### src/rtl/button_conditioner.sv
// Three-channel push-button conditioner: 2-flop synchronizer, debounce FSM,
// and one-cycle press / long-press pulses for each channel independently.
`timescale 1ns/1ps
module button_conditioner #(
    parameter int DEBOUNCE_TICKS   = 3,
    parameter int LONG_PRESS_TICKS = 200
) (
    input  logic       clockSignal,
    input  logic       resetSignal,
    input  logic [2:0] buttonRaw,
    output logic [2:0] buttonLevel,
    output logic [2:0] pressPulse,
    output logic [2:0] longPulse
);
    localparam int DEB_W  = $clog2(DEBOUNCE_TICKS + 1);
    localparam int HOLD_W = $clog2(LONG_PRESS_TICKS + 1);
    localparam logic [DEB_W-1:0]  DEB_LAST  = DEB_W'(DEBOUNCE_TICKS - 1);
    localparam logic [DEB_W-1:0]  DEB_ONE   = DEB_W'(1);
    localparam logic [HOLD_W-1:0] HOLD_FIRE = HOLD_W'(LONG_PRESS_TICKS - 1);
    localparam logic [HOLD_W-1:0] HOLD_MAX  = HOLD_W'(LONG_PRESS_TICKS);

    typedef enum logic [2:0] {
        IDLE,
        PRESS_WAIT,
        HELD,
        LONG_DONE,
        RELEASE_WAIT
    } state_t;

    genvar gi;
    generate
        for (gi = 0; gi < 3; gi++) begin : g_chan
            logic              r_sync1;
            logic              r_sync2;
            state_t            r_state;
            logic [DEB_W-1:0]  r_deb;
            logic [HOLD_W-1:0] r_hold;
            logic              r_fired;
            logic              r_level;
            logic              r_press;
            logic              r_long;
            logic [HOLD_W-1:0] w_hold_inc;

            // Hold time keeps counting through a release dropout so the long
            // pulse stays anchored to the original press.
            assign w_hold_inc = (r_hold == HOLD_MAX) ? r_hold : r_hold + 1'b1;

            always_ff @(posedge clockSignal or posedge resetSignal) begin
                if (resetSignal) begin
                    r_sync1 <= 1'b0;
                    r_sync2 <= 1'b0;
                    r_state <= IDLE;
                    r_deb   <= '0;
                    r_hold  <= '0;
                    r_fired <= 1'b0;
                    r_level <= 1'b0;
                    r_press <= 1'b0;
                    r_long  <= 1'b0;
                end else begin
                    r_sync1 <= buttonRaw[gi];
                    r_sync2 <= r_sync1;
                    r_press <= 1'b0;
                    r_long  <= 1'b0;
                    case (r_state)
                        IDLE: begin
                            if (r_sync2) begin
                                r_state <= PRESS_WAIT;
                                r_deb   <= DEB_ONE;
                            end
                        end
                        PRESS_WAIT: begin
                            if (!r_sync2) begin
                                r_state <= IDLE;
                                r_deb   <= '0;
                            end else if (r_deb >= DEB_LAST) begin
                                r_state <= HELD;
                                r_level <= 1'b1;
                                r_press <= 1'b1;
                                r_hold  <= '0;
                                r_deb   <= '0;
                            end else begin
                                r_deb <= r_deb + 1'b1;
                            end
                        end
                        HELD: begin
                            r_hold <= w_hold_inc;
                            if (!r_sync2) begin
                                r_state <= RELEASE_WAIT;
                                r_deb   <= DEB_ONE;
                            end else if (r_hold >= HOLD_FIRE) begin
                                r_state <= LONG_DONE;
                                r_long  <= 1'b1;
                                r_fired <= 1'b1;
                            end
                        end
                        LONG_DONE: begin
                            r_hold <= w_hold_inc;
                            if (!r_sync2) begin
                                r_state <= RELEASE_WAIT;
                                r_deb   <= DEB_ONE;
                            end
                        end
                        RELEASE_WAIT: begin
                            r_hold <= w_hold_inc;
                            if (r_sync2) begin
                                r_state <= r_fired ? LONG_DONE : HELD;
                                r_deb   <= '0;
                            end else if (r_deb >= DEB_LAST) begin
                                r_state <= IDLE;
                                r_level <= 1'b0;
                                r_hold  <= '0;
                                r_fired <= 1'b0;
                                r_deb   <= '0;
                            end else begin
                                r_deb <= r_deb + 1'b1;
                            end
                        end
                        default: begin
                            r_state <= IDLE;
                        end
                    endcase
                end
            end

            assign buttonLevel[gi] = r_level;
            assign pressPulse[gi]  = r_press;
            assign longPulse[gi]   = r_long;
        end
    endgenerate
endmodule

### config.mk
export PLATFORM = sky130hd
export DESIGN_NAME = button_conditioner
export DESIGN_NICKNAME = d
export VERILOG_FILES = /design/src/rtl/button_conditioner.sv
export SDC_FILE = /design/constraint.sdc
export NUM_CORES = 1
export LEC_CHECK = 0
export CORE_ASPECT_RATIO = 1.4
export CORE_MARGIN = 2
export CORE_UTILIZATION = 30
export DETAILED_ROUTE_END_ITERATION = 16
export REMOVE_ABC_BUFFERS = 1
export SETUP_SLACK_MARGIN = 0.3
export SLEW_MARGIN = 0
export SYNTH_ARGS = -nofsm -noshare
export SYNTH_HDL_FRONTEND = slang
export SYNTH_SLANG_ARGS = --single-unit
### constraint.sdc
create_clock -name clockSignal -period 2.6 [get_ports clockSignal]
set_input_delay 0.26 -clock clockSignal [delete_from_list [all_inputs] [get_ports clockSignal]]
set_output_delay 0.26 -clock clockSignal [all_outputs]
set_load 0.02 [all_outputs]
==> metrics <==
status=finished, final reports clean; First DRT Iteration DRCs=105; Top Ports=14; total negative slack=0 ns; synthesized instance count=348; GRT Residual Overflow=0; Worst Setup End Kind=register; Setup CP Type=reg2reg; post-CTS sizing=0; number of flops mapped to enable cells by yosys=0; setup bufs post-CTS=0; most common cell after layout, fill and taps aside=dfrtp_1; placer congestion estimate=0.794; period utilisation layout=77.6%; number of detailed-route iterations in the first pass=4; pwr/cell area=982 nW/um^2; Post-DP HPWL=4110 um; drt drc=0; fmax=0.496 GHz; share of layout cells above drive strength 1=6.55%; Min-Delay Path Class=in2async; global-route wire length before repair=11,400 um; register area share after synthesis=44.8%; n_diodes=0; largest net degree at the start of global routing=31; crit-path cells=or3b_1, o21ai_2, or3b_1, nand3_1; fin worst setup slack=0.582 ns; WP buf/inv=0; Max-slew headroom=51.7%; WL/cell=12.7 um; clock buffer depth=2; vias in the first global route=2,421; TritonCTS buffer count=9; GRT Util Overall=12.2%; Lkg Pwr=1.54 nW; slowest CP cell=dfrtp_1; wirelength, routed=6200 um; Max stage delay on crit path=0.52 ns; die area=11,500 um^2; post-synth top area cell=dfrtp_1; Setup WS pre-CTS=0.619 ns; Post-Syn Area per Cell=9.14 um^2; Req. time, crit path=2.87 ns; row cnt=44; Crit Path Max Fanout=13; initial antenna violation count=0; Max Slew Vio Count=0; final hold vios=0; critical path's most frequent cell=or3b_1; Ys Warns=0; startpoint types=register; minimum clock period=2.02 ns; vias=2,533; count of cell types in the netlist=57; CTS tree=done; core area=10,300 um^2; maximum vdd ir drop=300 uV; max_cap viols=0; Post-synth top flop=dfrtp_1; post-synthesis cell area=3180 um^2; vias per std cell=5.18; Post-synth ARST share=100%; delay-heaviest family, CP=simple AND/OR/NAND/NOR gates; clk_lat worst skew=0.33 ns; initial cell density of the core=30.7%; Sink Count=57; nets=358; critical path arrival=2.28 ns; CTS clock-pin slew for the worst setup and hold paths=0.05 ns; DIE WIDTH=91.0 um; Area Growth Syn to Fin=14.5%; Routed Antenna Nets=0; hold buffers post-CTS=0; RSZ-0062 raised after global routing=false; most frequent cells in the layout=57 x dfrtp_1, 38 x nand2_1, 27 x nand3_1, 19 x nor2_1, 18 x a21oi_1; pin slew with the least headroom to its limit=0.706 ns; Synth top area share=44.8%; IO Port Bufs=13; Die Y=126 um; clk_skew=0.00506 ns; top cells by area, synth=dfrtp_1 45%, nand2_1 4.5%, nand3_1 4.2%; CTS root buffer=clkbuf_16; #FFs+latches synth=57; htree depth=3; final setup vio count=0
-- through the flow --
step / total power, W / instance area, um^2 / hold slack (ns) / cells / util, %
finish: 0.00358 / 3640 / 0.331 / 489 / 35.2
global route: 0.00387 / 3640 / 0.357 / 489 / 35.2
CTS: 0.00362 / 3640 / 0.346 / 489 / 35.2
detailed placement: 0.00249 / 3360 / 0.335 / 474 / 32.5
global placement: 0.00245 / 3360 / 0.338 / 474 / 32.5
floorplan: 0.00220 / 3040 / 0.291 / 322 / -
-- cell families (layout without fill, tap and decap cells) --
logic type | count (synthesis) | count (layout) | synth area share [%]
xor gates and xnor gates | 4 | 4 | 1.10
adders and majority gates | 6 | 6 | 2.36
AOI/OAI and AO/OA | 97 | 97 | 21.9
DFF | 57 | 57 | 44.8
buffers and inverters | 40 | 43 | 6.17
muxes | 2 | 2 | 0.668
and+or+nand+nor | 142 | 142 | 23.0
-- worst paths after layout --
| kind | startpoint | to | slack [ns] | cells past startpoint |
|---|---|---|---|---|
| max reg2reg | g_chan[0].r_state[0] | g_chan[0].r_hold[5] | 0.58 | 4 |
| max in group asynchronous | resetSignal | g_chan[0].r_hold[4] | 1.70 | 3 |
| min | resetSignal | g_chan[1].r_state[0] | 0.33 | 2 |
| min reg2reg | g_chan[1].r_sync1 | g_chan[1].r_sync2 | 0.34 | 0 |
| max | g_chan[0].r_state[0] | g_chan[0].r_hold[5] | 0.58 | 4 |
| min in group clockSignal | g_chan[1].r_sync1 | g_chan[1].r_sync2 | 0.34 | 0 |
-- layout make-up --
type	instances	area, um^2
clock buffer	13	270
clock inverter	2	12.5
fill	1085	6710
inverter	14	52.6
multi-input combinational	251	1560
sequential	57	1430
tap	138	173
timing repair buffer	14	150
-- metal layers --
| layer | vias up | routed length [um] | GRT usage, % | share of wire [%] |
|---|---|---|---|---|
| li1 | 1254 | - | - | - |
| met1 | 1239 | 2940 | 15.7 | 47 |
| met2 | 30 | 2940 | 19.0 | 47 |
| met3 | 10 | 165 | 2.57 | 2.7 |
| met4 | 0 | 151 | 6.95 | 2.4 |
| met5 | - | 0 | 0 | 0 |
-- flip-flops by register name, summed over array words and instances (netlist names) --
signal,count
g_chan.r_sync1,3
g_chan.r_sync2,3
g_chan.r_hold,24
g_chan.r_long,3
g_chan.r_press,3
g_chan.r_fired,3
g_chan.r_level,3
g_chan.r_state,9
g_chan.r_deb,6
-- cell usage after synthesis, drive strengths merged, types with 3 or more instances --
master and count:
clkbuf 12, o22ai 3, nor2 19, and3 4, a22oi 4, and2 3
dfrtp 57, or3b 5, a21o 4, nand2b 14, nor2b 11, o221ai 4
nand2 38, a21oi 18, xor2 3, a31oi 5, o211a 4, o31ai 5
nor3 8, o21ai 20, nand3 27, a22o 7, a221o 3, inv 14
buf 14, ha 6
-- report_power, final --
part	leakage, nW	internal, W	switching (W)
Sequential	0.741	0.00108	0.000365
Clock	0.138	0.000714	0.000386
Combinational	0.663	0.000482	0.000553
Total	1.54	0.00228	0.00130
(Power assumes the default switching activity.)
